[config.mk]
export PLATFORM = sky130hd
export DESIGN_NAME = exp_adder_pipe
export DESIGN_NICKNAME = d
export VERILOG_FILES = /design/src/rtl/fp_mul_pkg.sv /design/src/rtl/exp_pipe_reg.sv /design/src/rtl/exp_adder_pipe.sv
export SDC_FILE = /design/constraint.sdc
export NUM_CORES = 1
export LEC_CHECK = 0
export CAP_MARGIN = 20
export CORE_MARGIN = 4
export CORE_UTILIZATION = 50
export DETAILED_ROUTE_END_ITERATION = 10
export PLACE_DENSITY = 0.78
export SYNTH_ARGS = -nofsm -noshare
export SYNTH_HDL_FRONTEND = slang
export SYNTH_SLANG_ARGS = --single-unit
[constraint.sdc]
create_clock -name clk -period 5.1 [get_ports clk]
set_input_delay 1.02 -clock clk [delete_from_list [all_inputs] [get_ports clk]]
set_output_delay 1.02 -clock clk [all_outputs]
set_load 0.02 [all_outputs]
[src/rtl/fp_mul_pkg.sv]
// Shared constants and types for the fused multiplier datapath.
// Exponent-path flags and the all-ones helper live here so every stage agrees on them.
package fp_mul_pkg;

    localparam int EXP_W_DEF = 8;
    localparam int BIAS_DEF  = 127;

    typedef struct packed {
        logic ovf;
        logic unf;
        logic zero_op;
        logic inf_op;
    } exp_flags_t;

    // Intended for widths below 32.
    function automatic int unsigned EXP_ALL_ONES(input int unsigned w);
        return (32'd1 << w) - 32'd1;
    endfunction

endpackage

[src/rtl/exp_pipe_reg.sv]
// Generic valid/ready register slice; accepts a new word whenever it is empty
// or its current word is being taken downstream in the same cycle.
module exp_pipe_reg #(
    parameter int W = 8
) (
    input  logic         clk,
    input  logic         rst,
    input  logic         i_up_valid,
    input  logic [W-1:0] i_up_data,
    output logic         o_up_ready,
    output logic         o_dn_valid,
    output logic [W-1:0] o_dn_data,
    input  logic         i_dn_ready
);

    logic         r_valid;
    logic [W-1:0] r_data;
    logic         w_load;

    assign o_up_ready = !r_valid || i_dn_ready;
    assign w_load     = i_up_valid && o_up_ready;
    assign o_dn_valid = r_valid;
    assign o_dn_data  = r_data;

    always_ff @(posedge clk) begin
        if (rst) begin
            r_valid <= 1'b0;
            r_data  <= '0;
        end else if (w_load) begin
            r_valid <= 1'b1;
            r_data  <= i_up_data;
        end else if (i_dn_ready) begin
            r_valid <= 1'b0;
        end
    end

endmodule

[src/rtl/exp_adder_pipe.sv]
// Two-stage biased exponent adder: S1 registers the raw sum and special-operand
// detection, S2 removes the bias and resolves range flags and the final exponent.
module exp_adder_pipe
    import fp_mul_pkg::*;
#(
    parameter int EXP_W    = EXP_W_DEF,
    parameter int BIAS     = BIAS_DEF,
    parameter int SATURATE = 1
) (
    input  logic             clk,
    input  logic             rst,
    input  logic             in_valid,
    output logic             in_ready,
    input  logic [EXP_W-1:0] a_exp,
    input  logic [EXP_W-1:0] b_exp,
    input  logic             norm_inc,
    output logic             out_valid,
    input  logic             out_ready,
    output logic [EXP_W-1:0] sum_exp,
    output logic             ovf,
    output logic             unf,
    output logic             zero_op,
    output logic             inf_op
);

    localparam int RAW_W = EXP_W + 2;
    localparam int S1_W  = RAW_W + 2;
    localparam int S2_W  = EXP_W + $bits(exp_flags_t);
    localparam logic [EXP_W-1:0] ALL1 = EXP_W'(EXP_ALL_ONES(EXP_W));

    logic [RAW_W-1:0]        w_raw_in;
    logic                    w_z_in, w_i_in;
    logic                    w_s1_valid, w_s1_ready;
    logic [S1_W-1:0]         w_s1_data;
    logic [RAW_W-1:0]        w_s1_raw;
    logic                    w_s1_z, w_s1_i;
    logic signed [RAW_W-1:0] w_r;
    logic [EXP_W-1:0]        w_sum;
    exp_flags_t              w_flags;
    exp_flags_t              w_out_flags;
    logic [S2_W-1:0]         w_s2_data;

    // Widened to EXP_W+2 so the sum and the later bias subtraction never lose bits.
    assign w_raw_in = RAW_W'(a_exp) + RAW_W'(b_exp) + RAW_W'(norm_inc);
    assign w_z_in   = (a_exp == '0) || (b_exp == '0);
    assign w_i_in   = (a_exp == ALL1) || (b_exp == ALL1);

    exp_pipe_reg #(.W(S1_W)) u_s1 (
        .clk        (clk),
        .rst        (rst),
        .i_up_valid (in_valid),
        .i_up_data  ({w_raw_in, w_z_in, w_i_in}),
        .o_up_ready (in_ready),
        .o_dn_valid (w_s1_valid),
        .o_dn_data  (w_s1_data),
        .i_dn_ready (w_s1_ready)
    );

    assign {w_s1_raw, w_s1_z, w_s1_i} = w_s1_data;
    assign w_r = $signed(w_s1_raw) - $signed(RAW_W'(BIAS));

    always_comb begin
        w_flags         = '0;
        w_flags.zero_op = w_s1_z;
        w_flags.inf_op  = w_s1_i;
        w_sum           = w_r[EXP_W-1:0];
        if (w_s1_i) begin
            w_sum = ALL1;
        end else if (w_s1_z) begin
            w_sum = '0;
        end else begin
            w_flags.ovf = (w_r >= $signed({2'b00, ALL1}));
            w_flags.unf = (w_r <= 0);
            if (SATURATE != 0) begin
                if (w_flags.ovf)      w_sum = ALL1;
                else if (w_flags.unf) w_sum = '0;
            end
        end
    end

    exp_pipe_reg #(.W(S2_W)) u_s2 (
        .clk        (clk),
        .rst        (rst),
        .i_up_valid (w_s1_valid),
        .i_up_data  ({w_sum, w_flags}),
        .o_up_ready (w_s1_ready),
        .o_dn_valid (out_valid),
        .o_dn_data  (w_s2_data),
        .i_dn_ready (out_ready)
    );

    assign {sum_exp, w_out_flags} = w_s2_data;
    assign ovf     = w_out_flags.ovf;
    assign unf     = w_out_flags.unf;
    assign zero_op = w_out_flags.zero_op;
    assign inf_op  = w_out_flags.inf_op;

endmodule

==> impl_metrics.env <==
export IMPL_netlist_area_mm2=0.001685
export IMPL_cp_depth=4
export IMPL_critical_path_startpoint_type="input port"
export IMPL_fin_crit_sh=0.6523
export IMPL_finalWeightedCongestion=0.8130
export IMPL_first_pass_iters=4
export IMPL_power_total_mw=0.4484
export IMPL_clk_latency_ns=0.31
export IMPL_grt_max_degree=31
export IMPL_drive_gt1_frac=0.04202
export IMPL_antenna_found_initial=0
export IMPL_cts_buffers_inserted=3
export IMPL_placedCellCount=278
export IMPL_rrSetupSlack_ns=2.70
export IMPL_worstPathRequired_ns=4.08
export IMPL_hold_start="u_s2.o_dn_data[2]$_SDFFE_PP0P_"
export IMPL_hpwl_mm=2.779
export IMPL_wl_met3_um=149
export IMPL_dr_wl_met2_mm=1.684
export IMPL_overflow=0
export IMPL_status="completed"
export IMPL_core_mm2=0.003128
export IMPL_area_growth_pct=21.01
export IMPL_timing_rr_end="u_s2.o_dn_data[4]$_SDFFE_PP0P_"
export IMPL_first_global_vias=1425
export IMPL_switchingPower_mw=0.1415
export IMPL_reg2reg_depth=7
export IMPL_slowest_delay_ns=0.55
export IMPL_start_util=0.5388
export IMPL_worst_slew_pin_slew_ns=0.9889
export IMPL_grt_pass1_wl_mm=5.851
export IMPL_cts_tree="done"
export IMPL_combinationalPowerShare=0.292
export IMPL_worst_path_buf_inv=2
export IMPL_die_x_um=66.06
export IMPL_antenna_cells=0
export IMPL_place_ws_ns=1.708
export IMPL_die_area_mm2=0.004364
export IMPL_clkTransAtPathRegs_ns=0.13
export IMPL_yosysUniqueCellTypes=47
export IMPL_wl_per_cell_um=12.35
export IMPL_crit_type="input port to primary output"
export IMPL_crit_family="buffers and inverters"
export IMPL_totalWireLength_mm=3.482
export IMPL_fin_ws_ns=1.773
export IMPL_cts_num_sinks=25
export IMPL_crit_path_top_delay_cell="clkdlybuf4s50_1"
export IMPL_p_per_area_mw_per_mm2=219.9
export IMPL_syn_num_nets=243
export IMPL_fmax_mhz=300.6
export IMPL_tns_ns=0
export IMPL_numPortBuffers=34
export IMPL_row_count=20
export IMPL_postCtsSetupBuffers=0
export IMPL_relSlewSlack=0.3387
export IMPL_postCtsHoldBufs=0
export IMPL_multi_input_area_mm2=0.001076
export IMPL_crit_path_max_fanout=4
export IMPL_clockPowerShare=0.194
export IMPL_drt_iter0_drc=40
export IMPL_regArea_um2=500.5
export IMPL_crit_chain="clkdlybuf4s50_1 -> nor2b_1 -> nand2_1 -> clkdlybuf4s50_1"
export IMPL_p_sw_frac=0.3155
export IMPL_drv_slew=0
export IMPL_ctsLongestPathBuffers=2
export IMPL_arrival_ns=2.31
export IMPL_cts_resized=0
export IMPL_grt_usage=0.1679
export IMPL_vias=1566
export IMPL_r2r_start="u_s1.o_dn_data[2]$_SDFFE_PP0P_"
export IMPL_layout_min_cycle_time_ns=3.327
export IMPL_crit_top_cell="clkdlybuf4s50_1"
export IMPL_ant_nets=0
export IMPL_finalHoldViolCount=0
export IMPL_seqPwrFrac=0.514
export IMPL_die_h_um=66.06
export IMPL_intPower_mw=0.3070
export IMPL_end_kind="primary output"
export IMPL_cts_root_buffer="clkbuf_4"
export IMPL_post_route_util=0.6520
export IMPL_htreeDepth=1
export IMPL_stdcell_count=282
export IMPL_yosysSeqAreaShare=0.2970
export IMPL_crit_end="in_ready"
export IMPL_netlist_instances=211
export IMPL_rsz0062_at_grt="false"
export IMPL_top_layer="met4"
export IMPL_skew_ns=0.001707
export IMPL_ys_ff_latch=25
export IMPL_leakagePower_nw=0.7573
export IMPL_nFillCells=292
export IMPL_drc=0
export IMPL_yosysWarnings=0
export IMPL_maxCapViolations=0
export IMPL_setup_violations=0
export IMPL_vdd_drop_max_mv=0.09274
export IMPL_syn_area_per_cell_um2=7.988
export IMPL_drt_vias_per_instance=5.553
export IMPL_crit_start="out_ready"
export IMPL_m1WireLength_mm=1.609
export IMPL_ios=35
export IMPL_nets=271
export IMPL_hp_class="flop to flop"
-- worst min-delay path, stage by stage (launching register included) --
cell and delay (ns):
dfxtp_1 0.34, nand2_1 0.05, a21oi_1 0.05
-- placed cells by master (no fill, tap or decap), drive strengths merged, types with 5 or more instances in the layout --
master and instances:
nor3 7, xnor2 6, ha 9, nand4 8, o21ai 9, clkdlybuf4s50 34
nand2 20, inv 11, dfxtp 25, nor2 17, nand3 5, nor4 5
a21oi 21, a22oi 5
-- power by group through the flow --
stage	registers, mW	clock network, mW	logic [mW]
3_3_place_gp	0.234	0	0.130
2_1_floorplan	0.232	0	0.0901
6_report	0.231	0.0871	0.131
4_1_cts	0.231	0.0907	0.131
5_1_grt	0.234	0.0969	0.146
3_5_place_dp	0.235	0	0.131
-- metrics by stage --
stage / instance area (um^2) / hold slack (ns)
floorplan: 1685 / 0.4868
global placement: 2013 / 0.4389
detailed placement: 2013 / 0.4566
CTS: 2039 / 0.4757
global route: 2039 / 0.5016
finish: 2039 / 0.4707
-- routing by layer --
layer  track usage  up-vias
met5             0        -
met4       0.05584        0
met3       0.01871        5
met2        0.3141       43
met1        0.1962      701
li1              -      817
-- synth_stat cells (all sizes together) --
library cell / count / share of area
a22oi: 5 / 0.022
a221oi: 1 / 0.0052
a31oi: 4 / 0.015
or2: 2 / 0.0074
a21oi: 21 / 0.062
nand2: 20 / 0.045
and4: 1 / 0.0067
a31o: 1 / 0.0052
and2: 3 / 0.013
xor2: 3 / 0.016
nor2: 17 / 0.038
o22ai: 2 / 0.0074
nand3: 5 / 0.022
nand2b: 1 / 0.0037
o2bb2ai: 1 / 0.0052
a32oi: 1 / 0.0052
mux2i: 3 / 0.018
nand3b: 2 / 0.0089
xnor2: 6 / 0.031
and3: 2 / 0.0074
o221ai: 1 / 0.0052
nor3b: 4 / 0.018
o31ai: 2 / 0.0089
a211o: 1 / 0.0052
ha: 9 / 0.067
dfxtp: 25 / 0.30
or3: 1 / 0.0037
inv: 11 / 0.024
a21o: 2 / 0.0089
o21ai: 9 / 0.027
a21boi: 2 / 0.0089
nor4: 5 / 0.019
nor3: 7 / 0.027
fa: 2 / 0.024
clkbuf: 6 / 0.013
buf: 5 / 0.027
nand4: 8 / 0.030
or3b: 2 / 0.010
o21bai: 1 / 0.0045
nor2b: 4 / 0.015
a211oi: 3 / 0.013
-- sequential cells by signal, indices dropped and copies added (netlist names) --
signal,count
u_s2.o_dn_valid,1
u_s2.o_dn_data,12
u_s1.o_dn_data,11
u_s1.o_dn_valid,1
-- logic make-up after synthesis --
kind of cell / count (synthesis) / synth area share
AND/OR/NAND/NOR: 84 / 0.2739
AO/OA/AOI/OAI: 57 / 0.2093
flip-flops: 25 / 0.2970
buffers and inverters: 22 / 0.06458
adder cells (fa/ha/maj): 11 / 0.09057
XOR/XNOR: 9 / 0.04677
multiplexers: 3 / 0.01782
-- cell type report --
cell class	count	area share
tap	44	0.02699
inverter	11	0.02025
sequential	25	0.2454
timing repair buffer	34	0.1669
clock buffer	4	0.01288
multi-input combinational	164	0.5276
-- worst min path at each step --
stage / to / slack, ns / cells past startpoint
after detailed placement: u_s2.o_dn_data[2]$_SDFFE_PP0P_ / 0.46 / 2
after global placement: u_s2.o_dn_data[2]$_SDFFE_PP0P_ / 0.44 / 2
final: u_s2.o_dn_data[2]$_SDFFE_PP0P_ / 0.47 / 2
after global routing: u_s2.o_dn_data[2]$_SDFFE_PP0P_ / 0.50 / 2
after floorplan: u_s2.o_dn_valid$_SDFFE_PP0P_ / 0.49 / 2
after CTS: u_s2.o_dn_data[2]$_SDFFE_PP0P_ / 0.48 / 2
Note: power is estimated with default switching activity, not from simulation.
